**config.mk**
```make
export PLATFORM = sky130hd
export DESIGN_NAME = otp_ctrl_lc_rdout
export DESIGN_NICKNAME = d
export VERILOG_FILES = /design/src/rtl/otp_ctrl_lc_rdout.sv
export SDC_FILE = /design/constraint.sdc
export NUM_CORES = 1
export LEC_CHECK = 0
export CORE_MARGIN = 10
export CORE_UTILIZATION = 30
export DETAILED_ROUTE_END_ITERATION = 10
export HOLD_SLACK_MARGIN = 0.08
export RECOVER_POWER = 50
export SETUP_SLACK_MARGIN = 0.5
export SLEW_MARGIN = 20
export SYNTH_ARGS = -nofsm -noshare
export SYNTH_HDL_FRONTEND = slang
export SYNTH_SLANG_ARGS = --single-unit
```
**constraint.sdc**
```tcl
create_clock -name clk_i -period 3.2 [get_ports clk_i]
set_input_delay 0.64 -clock clk_i [delete_from_list [all_inputs] [get_ports clk_i]]
set_output_delay 0.64 -clock clk_i [all_outputs]
set_load 0.01 [all_outputs]
```
**src/rtl/otp_ctrl_lc_rdout.sv**
```systemverilog
// -----------------------------------------------------------------------------
// otp_ctrl_lc_rdout
//   Read side of the OTP life cycle partition. After power-up it reads every
//   16-bit native word of the LC partition, one request at a time, assembles
//   them into a flat vector and flags it valid for lc_ctrl. Correctable ECC
//   errors are recorded and the readout continues. Any other macro error,
//   escalation, an illegal FSM encoding or a counter fault parks the block in
//   a terminal error state with the data output blanked.
//
// Ports
//   clk_i, rst_ni    clock, asynchronous active-low reset
//   rd_en_i          level, starts the readout when seen in IdleSt
//   escalate_en_i    lc_tx_t escalation, anything but Off counts as asserted
//   otp_req_o/gnt_i  OTP macro request handshake (always a 1-word Read)
//   otp_cmd_o        command (Read)
//   otp_size_o       size field (0 = one native word)
//   otp_addr_o       native-word address = partition base + word counter
//   otp_rvalid_i     response strobe with otp_rdata_i / otp_err_i
//   lc_data_o        assembled partition, word k at [k*16 +: 16]
//   lc_valid_o       data complete, no uncorrectable error
//   error_o          latched otp_err_e code
//   fsm_err_o        invalid state, escalation or counter fault
//   rdout_idle_o     low while a transaction is in flight
// -----------------------------------------------------------------------------
module otp_ctrl_lc_rdout #(
  parameter  int unsigned LcOffset         = 1704,
  parameter  int unsigned LcSize           = 88,
  localparam int unsigned OtpAddrWidth     = 10,
  localparam int unsigned OtpSizeWidth     = 2,
  localparam int unsigned ScrmblBlockWidth = 64,
  localparam int unsigned LcDataWidth      = LcSize * 8
) (
  input  logic                        clk_i,
  input  logic                        rst_ni,
  input  logic                        rd_en_i,
  input  logic [3:0]                  escalate_en_i,
  output logic                        otp_req_o,
  output logic [2:0]                  otp_cmd_o,
  output logic [OtpSizeWidth-1:0]     otp_size_o,
  output logic [OtpAddrWidth-1:0]     otp_addr_o,
  input  logic                        otp_gnt_i,
  input  logic                        otp_rvalid_i,
  input  logic [ScrmblBlockWidth-1:0] otp_rdata_i,
  input  logic [2:0]                  otp_err_i,
  output logic [LcDataWidth-1:0]      lc_data_o,
  output logic                        lc_valid_o,
  output logic [2:0]                  error_o,
  output logic                        fsm_err_o,
  output logic                        rdout_idle_o
);

  localparam int unsigned DATA_W       = 16;
  localparam int unsigned OtpAddrShift = 1;
  localparam int unsigned NumWords     = LcSize >> OtpAddrShift;
  localparam int unsigned CntWidth     = (NumWords <= 1) ? 1 : $clog2(NumWords);
  localparam logic [OtpAddrWidth-1:0] OffsetWord = OtpAddrWidth'(LcOffset >> OtpAddrShift);
  localparam logic [CntWidth-1:0]     LastCnt    = CntWidth'(NumWords - 1);

  // otp_err_e / prim_otp_pkg::err_e codes
  localparam logic [2:0] NoError           = 3'd0;
  localparam logic [2:0] MacroEccCorrError = 3'd2;
  localparam logic [2:0] FsmStateError     = 3'd7;
  localparam logic [2:0] CmdRead           = 3'd0;
  localparam logic [3:0] LcTxOff           = 4'b1010;

  // Encodings are pairwise at least 5 bits apart.
  typedef enum logic [8:0] {
    ResetSt    = 9'b000000000,
    IdleSt     = 9'b111110000,
    ReadSt     = 9'b110001110,
    ReadWaitSt = 9'b001101101,
    DoneSt     = 9'b101011011,
    ErrorSt    = 9'b010110111
  } state_e;

  logic [8:0]                          r_state;
  state_e                              w_state_q, w_state_d;
  logic [NumWords-1:0][DATA_W-1:0]     r_data;
  logic [CntWidth-1:0]                 r_cnt, r_cnt_b;
  logic [2:0]                          r_error, w_error_d;
  logic                                r_valid;
  logic                                w_cnt_clr, w_cnt_en, w_cnt_err;
  logic                                w_data_we, w_fsm_err, w_esc;
  logic                                w_unused;

  assign w_state_q = state_e'(r_state);
  assign w_esc     = (escalate_en_i != LcTxOff);
  assign w_unused  = ^otp_rdata_i[ScrmblBlockWidth-1:DATA_W];

  // Word counter kept as a true and a complemented copy; any disagreement
  // means a flop was upset and is treated like escalation.
  assign w_cnt_err = (r_cnt != ~r_cnt_b);

  always_ff @(posedge clk_i or negedge rst_ni) begin
    if (!rst_ni) begin
      r_cnt   <= '0;
      r_cnt_b <= '1;
    end else if (w_cnt_clr) begin
      r_cnt   <= '0;
      r_cnt_b <= '1;
    end else if (w_cnt_en) begin
      r_cnt   <= r_cnt + 1'b1;
      r_cnt_b <= r_cnt_b - 1'b1;
    end
  end

  always_comb begin
    w_state_d = w_state_q;
    w_error_d = r_error;
    otp_req_o = 1'b0;
    w_cnt_clr = 1'b0;
    w_cnt_en  = 1'b0;
    w_data_we = 1'b0;
    w_fsm_err = 1'b0;
    case (w_state_q)
      ResetSt: w_state_d = IdleSt;
      IdleSt: begin
        if (rd_en_i) begin
          w_cnt_clr = 1'b1;
          w_state_d = ReadSt;
        end
      end
      ReadSt: begin
        otp_req_o = 1'b1;
        if (otp_gnt_i) w_state_d = ReadWaitSt;
      end
      ReadWaitSt: begin
        if (otp_rvalid_i) begin
          w_data_we = 1'b1;
          if (otp_err_i == NoError || otp_err_i == MacroEccCorrError) begin
            if (otp_err_i == MacroEccCorrError && r_error == NoError) w_error_d = MacroEccCorrError;
            if (r_cnt == LastCnt) begin
              w_state_d = DoneSt;
            end else begin
              w_cnt_en  = 1'b1;
              w_state_d = ReadSt;
            end
          end else begin
            // Uncorrectable: abort the readout with the macro's code.
            w_error_d = otp_err_i;
            w_state_d = ErrorSt;
          end
        end
      end
      DoneSt: ;
      ErrorSt: begin
        if (r_error == NoError) w_error_d = FsmStateError;
      end
      default: begin
        w_state_d = ErrorSt;
        w_fsm_err = 1'b1;
        if (r_error == NoError) w_error_d = FsmStateError;
      end
    endcase

    // Escalation and counter faults override everything, including a
    // response arriving in the same cycle, which is then dropped.
    if (w_esc || w_cnt_err) begin
      w_state_d = ErrorSt;
      w_fsm_err = 1'b1;
      w_data_we = 1'b0;
      w_cnt_en  = 1'b0;
      w_cnt_clr = 1'b0;
      w_error_d = (r_error == NoError) ? FsmStateError : r_error;
    end
  end

  always_ff @(posedge clk_i or negedge rst_ni) begin
    if (!rst_ni) begin
      r_state <= ResetSt;
      r_error <= NoError;
      r_valid <= 1'b0;
    end else begin
      r_state <= w_state_d;
      r_error <= w_error_d;
      r_valid <= (w_state_d == DoneSt);
    end
  end

  always_ff @(posedge clk_i or negedge rst_ni) begin
    if (!rst_ni) begin
      r_data <= '0;
    end else if (w_data_we) begin
      r_data[r_cnt] <= otp_rdata_i[DATA_W-1:0];
    end
  end

  assign otp_cmd_o    = CmdRead;
  assign otp_size_o   = '0;
  assign otp_addr_o   = OffsetWord + OtpAddrWidth'(r_cnt);
  assign lc_data_o    = (w_state_q == ErrorSt) ? '0 : r_data;
  assign lc_valid_o   = r_valid;
  assign error_o      = r_error;
  assign fsm_err_o    = w_fsm_err;
  assign rdout_idle_o = !(w_state_q == ReadSt || w_state_q == ReadWaitSt);

endmodule

```
==> results_dict.tcl, run 1 <==
set metrics [dict create \
    run_status "complete, but fails checks" \
    violations "max-capacitance violations, max-slew violations, negative setup slack" \
    viasPerCell 4.66 \
    ys.warnings.count 0 \
    ys_async_sr_fraction_pct 100 \
    initial_core_util_pct 30.2 \
    place_congestion 0.794 \
    portBuffers 746 \
    cts_tree "built" \
    cts_max_path_buffers 3 \
    grt_pass1_wl_um 180000 \
    grt_busiest_layer "met2" \
    fmax_mhz 282 \
    p_switching_mw 4.57 \
    synth_top_area_share_pct 54.3 \
    drt_iter0_drc 1321 \
    htree_num_levels 3 \
    critPathCaptureType "output pin" \
    p_comb_share_pct 3.0 \
    nFillCells 10503 \
    synth_xor_area_share_pct 0.263 \
    grtUsageMet3_pct 5.65 \
    ctsRootBufferMaster "clkbuf_16" \
    synth_simple_gate_area_share_pct 16.5 \
    drv_slew 72 \
    cp_slowest_stage_delay_ps 520 \
    wirelength_um 126000 \
    crit_start "r_state[6]" \
    p_clk_share_pct 51.6 \
    setup_viol 616 \
    worst_clock_skew_ps 20.3 \
    met2_usage_pct 32.2 \
    min_path_cells 2 \
    grt_pass1_vias 24171 \
    antenna_found_initial 9 \
    vias 22994 \
    cp_slowest_cell "clkdlybuf4s50_1" \
    final_common_cell "dfrtp_1" \
    synthAdderAreaFrac_pct 0.150 \
    holdCritStartpoint "r_cnt_b[3]" \
    overflow 0 \
    syn_area_per_cell_um2 12.9 \
    p_sw_share_pct 22.5 \
    grt_max_degree 74 \
    drive_gt1_share_pct 34.2 \
    worst_r2r_startpoint "r_cnt[0]" \
    ir_drop_uv 368 \
    syn_inst 2588 \
    wl_per_cell_um 25.4 \
    coreArea_mm2 0.111 \
    place_hpwl_um 83000 \
    final_cell_mix "dfrtp_1 (717), mux2_2 (705), and2_1 (696)" \
    grt_usage_pct 19.4 \
    yosysUniqueCellTypes 59 \
    path_common_cell "buf_16" \
    p_seq_share_pct 45.4 \
    worstSetupPathType "reg2out" \
    post-place-ws_ps -71.3 \
    yosys-mux-area-fraction_pct 23.9 \
    max_cap_viol_count 1 \
    synth-compound-area-share_pct 0.795 \
    synth_top_family_by_area "multiplexers" \
    timing.final.crit_share_pct 111 \
    yosys.area.top_type "dfrtp_1" \
    drtPass1Iterations 5 \
    required_ps 2560 \
    synth-seq-cells 729 \
    io_pins 802 \
    die_x_um 353 \
    internal_power_mw 15.7 \
    period_minus_slack_ps 3550 \
    cts_sinks 729 \
    met1_usage_pct 24.5 \
    min_path_type "reg2reg" \
    startpoint_type "flop" \
    path_buf_inv 3 \
    p_leak_nw 23.7 \
    clkTransAtPathRegs_ps 60 \
    rsz0062_at_grt "true" \
    row_count 122 \
    clk_latency_ps 650 \
    numCtsBuffers 86 \
    antenna_left 0 \
    netlist_area_mm2 0.0333 \
    critical-path-top-delay-family "buffers and inverters" \
    power.density_mw_per_mm2 434 \
    critPathArrivalTime_ps 2910 \
    path_cells "nand4b_1 > or3_4 > buf_16 > buf_16 > and2_1 > clkdlybuf4s50_1" \
    synth_area_leaders "dfrtp_1 (54%), mux2_2 (24%), and2_1 (13%)" \
    synth-edff-count 0 \
    nNetsFinal 3456 \
    die_area_mm2 0.125 \
    remaining_drc_errors 0 \
    syn2layout_area_growth_pct 40.2 \
    fin_ws_ps -349 \
    synthFlopType "dfrtp_1" \
    finalHoldViolCount 0 \
    tightest_slew_ps 2390 \
    die_y_um 353 \
    slew_headroom_pct -59.2 \
    rr_worst_depth 7 \
    tns_ps -129510 \
    cp.depth 6 \
    seq_area_frac_synth_pct 54.7 \
    critical_path_peak_fanout 32 \
]
==> flip-flops by register name, indices dropped and copies added (netlist names) <==
register / count
r_cnt_b: 6
lc_valid_o: 1
error_o: 3
r_cnt: 6
r_data: 704
r_state: 9
==> layout make-up <==
cell class	count	area, um2	area share (%)
clock buffer	119	2500	5.35
clock inverter	37	529	1.13
timing repair buffer	917	9490	20.3
sequential	729	18300	39.1
antenna	7	17.5	0.0375
inverter	12	45.0	0.0963
multi-input combinational	1630	14100	30.1
tap	1488	1860	3.98
==> worst register-to-register path: stages, from the launching register on <==
cell	delay, ps
dfrtp_1	590
xor2_1	280
and4_1	300
nand3_4	140
buf_12	240
nor3_4	350
buf_4	230
mux2_2	340
==> synth_stat cells, types with 3 or more instances <==
cell / instances
nand2_1: 16
xnor2_1: 4
or4_4: 3
nand4_1: 9
a21oi_1: 10
o211ai_1: 3
buf_6: 34
and2_1: 706
inv_1: 10
nor4_1: 5
or3_1: 13
or2_2: 4
nand3_1: 14
nor3_2: 36
mux2_2: 705
dfrtp_1: 723
nand3b_1: 3
buf_2: 18
o21ai_0: 7
dfstp_2: 6
ha_1: 4
nand4b_1: 4
o31ai_1: 3
nor2_1: 21
nor3_1: 7
buf_1: 3
clkbuf_1: 149
xor2_1: 6
a211oi_1: 4
nor2b_1: 4
buf_4: 17
==> power by group through the flow <==
stage / registers [mW] / logic (mW) / clock network [mW]
after floorplan: 9.39 / 0.103 / 0
after global placement: 9.39 / 0.654 / 0
after detailed placement: 9.39 / 0.655 / 0
after CTS: 9.22 / 0.657 / 10.8
after global routing: 9.21 / 0.661 / 11.1
final: 9.22 / 0.604 / 10.5
==> layer usage <==
layer  up-vias  routed length, um
met5         -                  0
met4         0               2980
met3       136               8550
met2       622              60200
met1     11950              53800
li1      10286                  -
==> what timing repair did <==
| item | in CTS | in global routing |
|---|---|---|
| endpoints found under the hold margin | 53 | 0 |
| endpoints found under the setup margin | 712 | 730 |
| cloned | 7 | 6 |
| resized for setup | 267 | 159 |
| pin swaps | 8 | 0 |
| hold buffers | 1 | 0 |
| buffers inserted | 2 | 7 |
==> per-stage QoR <==
stage          total power [mW]  util [%]  instance area [um2]  instances  hold slack (ps)
2_1_floorplan              9.49         -                33400       2593              344
3_5_place_dp               10.0      39.4                43600       4753              480
5_1_grt                    21.0      42.3                46700       4932              501
6_report                   20.3      42.3                46800       4939              487
4_1_cts                    20.6      42.3                46700       4919              489
3_3_place_gp               10.0      39.4                43600       4753              467
==> worst paths after layout <==
check	endpoint	slack [ps]
worst max-delay path	lc_data_o[627]	-350
worst min-delay path	r_cnt_b[3]	490
worst max register to register	r_data[19]	620
worst min register to register	r_cnt_b[3]	490
max in group asynchronous	r_data[69]	170
min in group asynchronous	r_data[476]	1240
==> logic make-up after synthesis <==
family | count (synthesis)
AO/OA/AOI/OAI | 40
XOR/XNOR | 10
adder cells (fa/ha/maj) | 4
buffers and inverters | 234
flip-flops | 729
multiplexers | 708
other | 2
AND/OR/NAND/NOR | 861
(Power assumes the default switching activity.)
==> run 2: changes to the inputs <==
--- a/config.mk
+++ b/config.mk
@@ -6,9 +6,8 @@
 export NUM_CORES = 1
 export LEC_CHECK = 0
 export CORE_MARGIN = 10
-export CORE_UTILIZATION = 30
+export CORE_UTILIZATION = 29
 export DETAILED_ROUTE_END_ITERATION = 10
-export HOLD_SLACK_MARGIN = 0.08
 export RECOVER_POWER = 50
 export SETUP_SLACK_MARGIN = 0.5
 export SLEW_MARGIN = 20
==> run 2 against run 1 <==
  * The run still ends with max-capacitance violations, max-slew violations, negative setup slack left
  * Maximum frequency is 1.5% higher
  * Worst hold slack worse by 96 ps
  * Highest routed layer is now met5
  * Routed wire length is 1.6% lower
==> results_dict.tcl, run 2 (synthesis gave the netlist of run 1 again) <==
set metrics [dict create \
    numCtsBuffers 85 \
    topRoutingLayerUsed "met5" \
    row_count 124 \
    placed_area_mm2 0.0437 \
    cts_max_path_buffers 3 \
    violations "max-capacitance violations, max-slew violations, negative setup slack" \
    remaining_drc_errors 0 \
    wl_met1_um 51800 \
    p_switching_mw 4.45 \
    critical_path_peak_fanout 33 \
    portBuffers 746 \
    antenna_left 0 \
    rsz0062_at_grt "true" \
    final_common_cell "dfrtp_1" \
    critPathArrivalTime_ps 2860 \
    p_sw_share_pct 22.8 \
    finalHoldViolCount 0 \
    largest_reg_flops 704 \
    path_cells "nand3b_4 > or3_4 > buf_12 > buf_4 > and2_1 > clkdlybuf4s50_1" \
    drt_iter0_drc 1373 \
    r2r_end "r_data[409]" \
    final_cell_area_mm2 0.0466 \
    grt_pass1_vias 24103 \
    grt_usage_pct 18.4 \
    path_buf_inv 3 \
    die_area_mm2 0.129 \
    p_leak_nw 24.9 \
    run_status "complete, but fails checks" \
    coreArea_mm2 0.114 \
    clkTransAtPathRegs_ps 60 \
    startpoint_type "flop" \
    endpoint "lc_data_o[231]" \
    fmax_mhz 286 \
    rr_worst_depth 9 \
    vias 22884 \
    cp.depth 6 \
    post-route-util_pct 40.8 \
    drv_slew 67 \
    wl_met2_um 58700 \
    grt_pass1_wl_um 178000 \
    place_congestion 0.818 \
    nNetsFinal 3457 \
    grt_max_degree 68 \
    drtPass1Iterations 5 \
    timing.final.crit_share_pct 109 \
    htree_num_levels 3 \
    worstSetupPathType "reg2out" \
    tightest_slew_ps 2320 \
    met3WireLength_um 8490 \
    required_ps 2560 \
    syn2layout_area_growth_pct 39.8 \
    p_clk_share_pct 49.7 \
    cts_tree "built" \
    setup_viol 589 \
    ctsRootBufferMaster "clkbuf_16" \
    overflow 0 \
    worst_r2r_startpoint "r_state[8]" \
    slew_headroom_pct -54.5 \
    io_pins 802 \
    p_seq_share_pct 47.3 \
    clk_latency_ps 640 \
    tns_ps -109840 \
    place_hpwl_um 84600 \
    internal_power_mw 15.1 \
    reg2reg_setup_slack_ps 540 \
    hold_slack_ps 392 \
    p_total_mw 19.5 \
    top_register "r_data" \
    die_y_um 359 \
    max_cap_viol_count 1 \
    cp_slowest_cell "clkdlybuf4s50_1" \
    cp_slowest_stage_delay_ps 490 \
    viasPerCell 4.62 \
    min_path_type "in2reg" \
    antenna_found_initial 8 \
    initial_core_util_pct 29.2 \
    critPathCaptureType "output pin" \
    power.density_mw_per_mm2 419 \
    critical-path-top-delay-family "buffers and inverters" \
    fin_ws_ps -297 \
    wl_per_cell_um 24.9 \
    cts_sinks 729 \
    drive_gt1_share_pct 33.2 \
    crit_start "r_state[8]" \
    reg.largest.list "r_data (704), r_state (9)" \
    period_minus_slack_ps 3500 \
    worst_clock_skew_ps 22.8 \
    p_comb_share_pct 3.1 \
    wirelength_um 124000 \
    final_cell_mix "dfrtp_1 (721), mux2_2 (705), and2_1 (700)" \
    die_x_um 359 \
    ir_drop_uv 345 \
]
==> run 2: cell types whose count changed in the layout (fill, tap and decap cells not counted), moves of 5 or more <==
cell             change
dlymetal6s2s_1      +45
clkdlybuf4s50_1    -137
clkbuf_1            +11
clkinv_2             -8
bufinv_16            -9
dlygate4sd2_1      +106
clkbuf_2            -27
diode_2              -5
buf_4                +6
buf_6                +5
==> run 2: layout make-up <==
| type | count | area [um2] |
|---|---|---|
| Multi-Input combinational cell | 1630 | 14000 |
| Fill cell | 11060 | 67600 |
| Sequential cell | 729 | 18300 |
| Tap cell | 1512 | 1890 |
| Antenna cell | 2 | 5.00 |
| Clock buffer | 133 | 2570 |
| Clock inverter | 19 | 205 |
| Timing Repair Buffer | 919 | 9610 |
| Inverter | 12 | 45.0 |
==> run 2: worst reg2reg max path, stage by stage, from the launching register on <==
cell and delay (ps):
dfrtp_2 440, nand3b_4 180, buf_4 150, nor4_4 340
nand3_4 200, buf_12 220, buf_12 190, nor3_4 250
buf_12 200, mux2_2 360
==> run 2: worst min path at each step <==
stage                         start     endpoint  slack (ps)  cells past startpoint
finish              otp_rdata_i[15]  r_data[447]         390                      2
global placement        r_data[663]  r_data[663]         470                      1
floorplan                    rst_ni   error_o[0]         340                      0
global route        otp_rdata_i[15]  r_data[431]         350                      2
detailed placement       r_cnt_b[3]   r_cnt_b[3]         480                      2
CTS                          rst_ni  r_data[478]           8                      1
==> run 2: timing repair <==
action / in CTS / in global routing
endpoints found under the hold margin: 0 / 5
pin swaps: 5 / 1
gates resized for setup: 377 / 195
setup endpoints to repair: 712 / 1160
setup buffers: 4 / 2
gates cloned: 5 / 4
hold buffers: 0 / 1
==> run 2: power groups by stage <==
stage	combinational (mW)	clock [mW]	sequential, mW
after floorplan	0.103	0	9.39
after global placement	0.645	0	9.39
after detailed placement	0.646	0	9.39
after CTS	0.647	9.96	9.22
after global routing	0.653	10.3	9.21
final	0.598	9.70	9.22
==> run 2: per-layer routing <==
metal  up-vias  track usage, %
li1      10270               -
met1     11753            22.7
met2       671            30.3
met3       188            5.60
met4         2            6.40
met5         -               0
==> run 2: metrics by stage <==
step                      setup WS (ps)  cells
after floorplan                     477   2593
after global placement             -161   4786
after detailed placement           -180   4786
after CTS                          -368   4947
after global routing               -389   4954
final                              -297   4956
==> run 3: changes to the inputs <==
==> constraint.sdc (replaced) <==
create_clock -name clk_i -period 4.3 [get_ports clk_i]
set_input_delay 0.86 -clock clk_i [delete_from_list [all_inputs] [get_ports clk_i]]
set_output_delay 0.86 -clock clk_i [all_outputs]
set_load 0.01 [all_outputs]
==> run 3 against run 2 <==
  * The run ends with max-capacitance violations, max-slew violations left
  * Utilization fell by 1.1 points
  * Register-to-register slack got worse by 110 ps
  * Worst setup slack improved by 650 ps
  * Non-clock buffer count fell by 45
  * Sequential cell count did not move
  * Clock power fell by 24%
  * Combinational power fell by 30%
  * Total power fell by 25%
  * Design area fell by 2.6%
  * Critical path depth rose by 3
  * Critical path type is now in2reg
  * Critical endpoint is now r_data[391]
  * Highest routed layer is now met4
==> results_dict.tcl, run 3 (synthesis gave the netlist of run 1 again) <==
set metrics [dict create \
    run_status "complete, but fails checks" \
    violations "max-capacitance violations, max-slew violations" \
    path_cells "dlygate4sd3_1 > nor4bb_1 > clkbuf_1 > and4_1 > nand3_4 > buf_12 > nor3_1 > clkbuf_1 > mux2_2" \
    cp_slowest_stage_delay_ps 1160 \
    cp_slowest_cell "clkbuf_1" \
    tns_ps 0 \
    top_register "r_data" \
    clk_latency_ps 660 \
    ir_drop_uv 316 \
    numCtsBuffers 85 \
    antenna_left 0 \
    wirelength_um 125000 \
    critical-path-top-delay-family "buffers and inverters" \
    antenna_found_initial 13 \
    tightest_slew_ps 2960 \
    power.density_mw_per_mm2 322 \
    place_congestion 0.786 \
    grt_usage_pct 18.8 \
    cp.depth 9 \
    nFillCells 11106 \
    drv_slew 108 \
    nNetsFinal 3415 \
    row_count 124 \
    final_cell_mix "dfrtp_1 (718), and2_1 (706), mux2_2 (705)" \
    cts_sinks 729 \
    grt_pass1_wl_um 180000 \
    drive_gt1_share_pct 28.9 \
    timing.final.crit_share_pct 91.7 \
    crit_start "escalate_en_i[3]" \
    drt_iter0_drc 1425 \
    ctsRootBufferMaster "clkbuf_16" \
    rsz0062_at_grt "true" \
    grt_max_degree 96 \
    placed_area_mm2 0.0428 \
    p_leak_nw 24.2 \
    wl_met1_um 52000 \
    die_area_mm2 0.129 \
    wl_met2_um 60000 \
    fin_ws_ps 355 \
    critPathArrivalTime_ps 4490 \
    cts_tree "built" \
    io_pins 802 \
    path_common_cell "clkbuf_1" \
    post-place-ws_ps 413 \
    holdCritStartpoint "r_data[524]" \
    place_hpwl_um 81300 \
    vias 22797 \
    post-route-util_pct 39.8 \
    path_buf_inv 4 \
    initial_core_util_pct 29.2 \
    remaining_drc_errors 0 \
    critPathCaptureType "flop" \
    reg.largest.list "r_data (704), r_state (9)" \
    startpoint_type "input pin" \
    wl_per_cell_um 25.3 \
    p_total_mw 14.6 \
    final_common_cell "dfrtp_1" \
    min_path_type "reg2reg" \
    die_y_um 359 \
    cts_max_path_buffers 3 \
    worstSetupPathType "in2reg" \
    rr_worst_depth 8 \
    fmax_mhz 253 \
    topRoutingLayerUsed "met4" \
    required_ps 4850 \
    worst_clock_skew_ps 27.6 \
    max_cap_viol_count 2 \
    largest_reg_flops 704 \
    viasPerCell 4.63 \
    met3WireLength_um 8950 \
    grt_pass1_vias 23979 \
    critical_path_peak_fanout 48 \
    syn2layout_area_growth_pct 36.2 \
    die_x_um 359 \
    worst_r2r_startpoint "r_state[8]" \
    drtPass1Iterations 5 \
    htree_num_levels 3 \
    final_cell_area_mm2 0.0454 \
    min_path_cells 1 \
    coreArea_mm2 0.114 \
    setup_viol 0 \
    finalHoldViolCount 0 \
    portBuffers 746 \
    slew_headroom_pct -97.3 \
    overflow 0 \
    period_minus_slack_ps 3940 \
    clkTransAtPathRegs_ps 50 \
]
## run 3: cell count changes in the layout (fill, tap and decap cells not counted), moves of 7 or more
cell	before	now
nor3_4	18	1
dlymetal6s2s_1	101	108
buf_12	66	14
buf_2	34	15
nor3_2	18	9
clkbuf_2	30	5
nor3_1	7	33
clkbuf_1	31	65
clkinv_2	8	17
clkdlybuf4s50_1	353	395
buf_6	25	1
## run 3: repair_timing
item | 4_1_cts | 5_1_grt
gates resized for setup | 240 | 112
cloned | 7 | 0
hold buffers | 0 | 0
buffers inserted | 9 | 1
setup endpoints to repair | 706 | 361
pin swaps | 4 | 1
## run 3: area by class of cell
class / instances / area, um2 / area share [%]
clock inverter: 31 / 335 / 0.738
inverter: 12 / 47.5 / 0.105
antenna: 8 / 20.0 / 0.0441
clock buffer: 126 / 2480 / 5.47
sequential: 729 / 18300 / 40.2
tap: 1512 / 1890 / 4.17
multi-input combinational: 1633 / 13800 / 30.5
timing repair buffer: 874 / 8540 / 18.8
## run 3: path summary, 6_finish.rpt
kind,end,slack (ps)
max,r_data[391],360
min in group asynchronous,r_data[441],1140
max in group asynchronous,r_data[376],750
min reg2reg,r_data[524],490
min,r_data[524],490
max reg2reg,r_data[391],430
## run 3: report_power, final
| part | leakage [nW] | internal (mW) | switching, mW |
|---|---|---|---|
| logic | 12.7 | 0.0521 | 0.367 |
| clock network | 1.40 | 4.27 | 3.06 |
| registers | 10.1 | 6.86 | 0 |
| total | 24.2 | 11.2 | 3.43 |
## run 3: per-stage QoR
step | cells | hold WS [ps]
floorplan | 2593 | 455
CTS | 4916 | 282
global placement | 4743 | 467
finish | 4925 | 485
detailed placement | 4743 | 477
global route | 4917 | 503
## run 3: routing by layer
metal	vias to the layer above	global-route usage, %
met3	144	5.46
li1	10191	-
met1	11808	23.1
met4	0	6.39
met2	654	31.2
met5	-	0
==> patch 1 (flow settings as in run 2) <==
`LcOffset`: 1704 -> 852.
--- a/src/rtl/otp_ctrl_lc_rdout.sv
+++ b/src/rtl/otp_ctrl_lc_rdout.sv
@@ -23,7 +23,7 @@
 //   rdout_idle_o     low while a transaction is in flight
 // -----------------------------------------------------------------------------
 module otp_ctrl_lc_rdout #(
-  parameter  int unsigned LcOffset         = 1704,
+  parameter  int unsigned LcOffset         = 852,
   parameter  int unsigned LcSize           = 88,
   localparam int unsigned OtpAddrWidth     = 10,
   localparam int unsigned OtpSizeWidth     = 2,
Function: changed (a bounded check fails within 4 cycles, from zero or initial values and one cycle with rst_ni low).
==> patch 1 against run 2 <==
  * The flow still finishes with violations (capacitance limit, slew limit, setup timing)
  * Worst setup slack worse by 0.040 ns
  * Cell count increased by 0.46%
  * Global-route usage increased by 0.22 points
  * Power grew 1.0%
  * Area after synthesis about the same
  * Cell area grew 0.35%
  * Routed wire length grew 3.0%
  * Critical endpoint is now lc_data_o[277]
  * Sequential cell count did not move
  * Sequential power hardly changed
==> patch 1: results (changes against run 2) <==
Setup path
  – CP Max Fanout: 23 (was 33)
  – Arr. time, crit path: 2.90 ns (was 2.86 ns)

Run status
  – Status: finished, violations left (unchanged)
  – Failing checks: capacitance limit, slew limit, setup timing (unchanged)

GRT
  – Pin count of the biggest net entering global routing: 78 (was 68)
  – Gr usage total: 18.66% (was 18.44%)
  – Initial antenna violation count: 6 (was 8)
  – Vias in the first global route: 23868 (was 24103)
  – First-pass GRT wire length: 179200 um (was 177600 um)

STA
  – Hold Slack: 0.4757 ns (was 0.3916 ns)
  – Number of setup violations in the final report: 568 (was 589)
  – Post-route setup slack: -0.3368 ns (was -0.2965 ns)
  – Final TNS setup: -121.15 ns (was -109.84 ns)
  – Slew Limit Fails: 66 (was 67)

Placed design
  – Placed Area: 0.04364 mm^2 (was 0.04372 mm^2)
  – Dpl hpwl: 86400 um (was 84630 um)
  – Port Buffers: 745 (was 746)

Pwr
  – P_leak: 25.02 nW (was 24.92 nW)

Logic synthesis
  – Unique masters post-synth: 55 (was 59)
  – Largest cells by area after synthesis: dfrtp_1 (54%), mux2_2 (23%), and2_1 (13%), clkbuf_1 (1.9%), mux2_4 (0.90%) (was dfrtp_1 (54%), mux2_2 (24%), and2_1 (13%), clkbuf_1 (1.7%), buf_6 (1.1%))
  – Post-synthesis sequential area ratio: 54.70% (was 54.73%)

Drt
  – Drt wl/cell: 25.54 um (was 24.92 um)
  – Detailed Route Iter0 Violations: 1304 (was 1373)

Final layout
  – Share of cells above drive strength 1: 31.58% (was 33.18%)

Run
  – Maximum capacitance violations: 1 (unchanged)
==> patch 1: area by class of cell <==
cell class | instances | area [um^2] | area share (%)
tap | 1512 | 1892 | 4.043
timing repair buffer | 917 | 9574 | 20.46
clock inverter | 25 | 305.3 | 0.6525
antenna | 3 | 7.507 | 0.01604
sequential | 729 | 18260 | 39.01
inverter | 7 | 26.28 | 0.05616
multi-input combinational | 1658 | 14190 | 30.32
clock buffer | 128 | 2542 | 5.434
==> patch 1: logic make-up after synthesis <==
group | after synthesis | share of synthesized area, %
xor+xnor | 10 | 0.2625
other cells | 2 | 0.02251
compound gates | 41 | 0.8514
simple gates | 885 | 16.54
buf+inv | 236 | 3.278
fa+ha+maj | 6 | 0.2250
flops | 729 | 54.70
mux | 708 | 24.12
==> patch 1: per-layer routing <==
layer / global-route usage [%] / wire length [um] / up-vias / part of all wire [%]
li1: - / - / 10364 / -
met1: 23.33 / 53940 / 12020 / 42
met2: 30.70 / 60600 / 727 / 48
met3: 4.538 / 7634 / 194 / 6.0
met4: 7.371 / 4970 / 0 / 3.9
met5: 0 / 0 / - / 0
==> patch 1: timing repair <==
action / 4_1_cts / 5_1_grt
hold endpoints to repair: 0 / 0
resized for setup: 151 / 256
pin swaps: 0 / 2
cloned: 4 / 12
endpoints found under the setup margin: 1371 / 1387
setup buffers: 4 / 3
==> patch 1: per-stage QoR <==
| stage | total power, mW | std cells |
|---|---|---|
| finish | 19.72 | 4979 |
| global route | 20.45 | 4976 |
| CTS | 20.04 | 4961 |
| detailed placement | 10.01 | 4800 |
| global placement | 10.01 | 4800 |
| floorplan | 9.497 | 2623 |
==> patch 1: where the power goes <==
part           total [mW]  switching [mW]  internal (mW)
sequential           9.22               0           9.22
combinational       0.570           0.495         0.0755
clock                9.93            4.09           5.84
total                19.7            4.58           15.1
==> patch 1: path summary, 6_finish.rpt <==
kind | startpoint | endpoint | depth (start not counted)
setup / recovery | r_state[3]$_DFF_PN0_ | lc_data_o[277] | 6
hold / removal | r_data[502]$_DFFE_PN0P_ | r_data[502]$_DFFE_PN0P_ | 1
setup reg to reg | r_state[4]$_DFF_PN0_ | r_data[82]$_DFFE_PN0P_ | 8
hold reg to reg | r_data[502]$_DFFE_PN0P_ | r_data[502]$_DFFE_PN0P_ | 1
max in group asynchronous | rst_ni | r_data[95]$_DFFE_PN0P_ | 2
min in group asynchronous | rst_ni | r_data[656]$_DFFE_PN0P_ | 1
==> patch 2 (config.mk and constraints of run 2) <==
Made on the original files. Register the output `fsm_err_o`; this adds one clock of latency there. The other outputs are not delayed to match.
--- a/src/rtl/otp_ctrl_lc_rdout.sv
+++ b/src/rtl/otp_ctrl_lc_rdout.sv
@@ -191,7 +191,9 @@
   assign lc_data_o    = (w_state_q == ErrorSt) ? '0 : r_data;
   assign lc_valid_o   = r_valid;
   assign error_o      = r_error;
-  assign fsm_err_o    = w_fsm_err;
+  always_ff @(posedge clk_i) begin
+    fsm_err_o <= w_fsm_err;
+  end
   assign rdout_idle_o = !(w_state_q == ReadSt || w_state_q == ReadWaitSt);
 
 endmodule
Function: not settled (the Yosys comparison gave no result); the edit may change what the design does.
==> patch 2 against run 2 <==
  * The run still ends with capacitance limit, slew limit, setup timing left
  * Combinational power is 3% lower
  * Clock power is 1% higher
  * Sequential share of layout area decreased by 0.15 points
  * Cell area up 0.50%
  * Power rose by 0.61%
  * Area after synthesis is 1.3% higher
  * Sequential cell count is 1 higher
  * Worst setup slack gained 0.15 ns
  * Critical path depth is 1 higher
  * Routed wire length rose by 2.3%
  * Critical endpoint is now lc_data_o[614]
  * Largest cell class unchanged
==> patch 2: results (changes against run 2) <==
Run status
  – Status: finished, violations left (unchanged)
  – Failing checks: capacitance limit, slew limit, setup timing (unchanged)

STA
  – Final TNS setup: -33.70 ns (was -109.84 ns)
  – Post-route setup slack: -0.1512 ns (was -0.2965 ns)
  – Slew Limit Fails: 60 (was 67)
  – Fin Clk Skew: 0.03820 ns (was 0.02284 ns)
  – Number of setup violations in the final report: 442 (was 589)

Setup path
  – Arr. time, crit path: 2.71 ns (was 2.86 ns)
  – R2r startpoint: r_state[4]$_DFF_PN0_ (was r_state[8]$_DFF_PN0_)
  – CP Max Fanout: 7 (was 33)

Placed design
  – Pre-CTS WS: 0.02763 ns (was -0.1798 ns)
  – Placer Congestion: 0.7742 (was 0.8177)

GRT
  – Met3 GRT Util: 5.859% (was 5.598%)
  – GR Layer Usage met1: 24.29% (was 22.74%)
  – Pin count of the biggest net entering global routing: 75 (was 68)
  – First-pass GRT wire length: 181900 um (was 177600 um)

Run
  – Maximum capacitance violations: 1 (unchanged)

Logic synthesis
  – Post-synthesis sequential area ratio: 54.10% (was 54.73%)
  – Synth top cells by count: dfrtp_1 (723), and2_1 (705), mux2_2 (593), clkbuf_1 (149), mux2_4 (60) (was dfrtp_1 (723), and2_1 (706), mux2_2 (705), clkbuf_1 (149), nor3_2 (36))

Pwr
  – P_leak: 23.64 nW (was 24.92 nW)

Final layout
  – # fillers: 11099 (was 11060)
  – Share of cells above drive strength 1: 34.47% (was 33.18%)

CTS
  – Clk_lat worst skew: 0.67 ns (was 0.64 ns)
  – Total CTS buffers: 84 (was 85)

Worst hold path
  – Hold Path Class: register to register (was input port to register)
  – Worst hold start: r_data[584]$_DFFE_PN0P_ (was otp_rdata_i[15])

Drt
  – Detailed-route via count: 22994 (was 22884)
  – WL final: 126300 um (was 123500 um)
[patch 2: cell count changes after synthesis, sizes merged, moves of 3 or more]
cell,before,now
or3b,0,5
and4b,0,3
or2,4,1
a211oi,4,9
and3,2,5
mux2,707,704
nor3,43,48
nand3,14,9
or3,13,8
[patch 2: kinds of logic after synthesis]
kind of cell / after synthesis / share of synthesized area [%]
AO/OA/AOI/OAI: 42 / 0.8595
buffers and inverters: 235 / 3.560
other: 2 / 0.02224
AND/OR/NAND/NOR: 855 / 16.89
adder cells (fa/ha/maj): 4 / 0.1482
flip-flops: 730 / 54.10
multiplexers: 705 / 24.17
XOR/XNOR: 10 / 0.2593
[patch 2: area by class of cell]
class,instances,share of cell area (%)
Sequential cell,730,39.00
Multi-Input combinational cell,1623,30.70
Timing Repair Buffer,926,20.04
Clock buffer,131,5.396
Tap cell,1524,4.069
Clock inverter,24,0.6595
Inverter,12,0.09613
Antenna cell,8,0.04272
[patch 2: worst register-to-register path, stage by stage (launching register included)]
cell and delay (ns):
dfrtp_2 0.42, buf_4 0.17, and4bb_1 0.30, nand4_1 0.16, or3_1 0.64, or3_1 0.44, clkbuf_2 0.40, mux2_1 0.47
[patch 2: path summary, 6_finish.rpt]
| kind | to | slack, ns | cells after the start |
|---|---|---|---|
| min in group asynchronous | r_data[231]$_DFFE_PN0P_ | 1.05 | 2 |
| setup / recovery | lc_data_o[614] | -0.15 | 7 |
| hold reg to reg | r_data[584]$_DFFE_PN0P_ | 0.48 | 1 |
| hold / removal | r_data[584]$_DFFE_PN0P_ | 0.48 | 1 |
| setup reg to reg | r_data[458]$_DFFE_PN0P_ | 0.11 | 7 |
| max in group asynchronous | r_data[541]$_DFFE_PN0P_ | 0.26 | 4 |
[patch 2: what timing repair did]
action                                 in CTS  in global routing
hold buffers                                1                  0
setup buffers                              20                  1
gates cloned                               15                  3
setup endpoints to repair                 720               1317
pin swaps                                   3                  2
endpoints found under the hold margin      14                  0
gates resized for setup                   389                272
[patch 2: stage by stage]
stage	util (%)	cells	total power [mW]	cell area (um^2)
after floorplan	-	2588	9.503	33890
after global placement	37.98	4775	10.02	44020
after detailed placement	37.98	4775	10.03	44020
after CTS	40.83	4966	19.96	47320
after global routing	40.42	4972	20.35	46840
final	40.43	4978	19.63	46860
[patch 2: power by group]
| group | leakage (nW) | switching, mW | internal, mW | total [mW] |
|---|---|---|---|---|
| Combinational | 12.1 | 0.498 | 0.0815 | 0.580 |
| Clock | 1.38 | 4.16 | 5.66 | 9.82 |
| Sequential | 10.1 | 0 | 9.23 | 9.23 |
[patch 2: metal layers]
layer | routed length [um] | vias to the layer above
met5 | 0 | -
met4 | 3371 | 0
met3 | 9526 | 146
met2 | 59190 | 724
met1 | 54200 | 11852
li1 | - | 10272
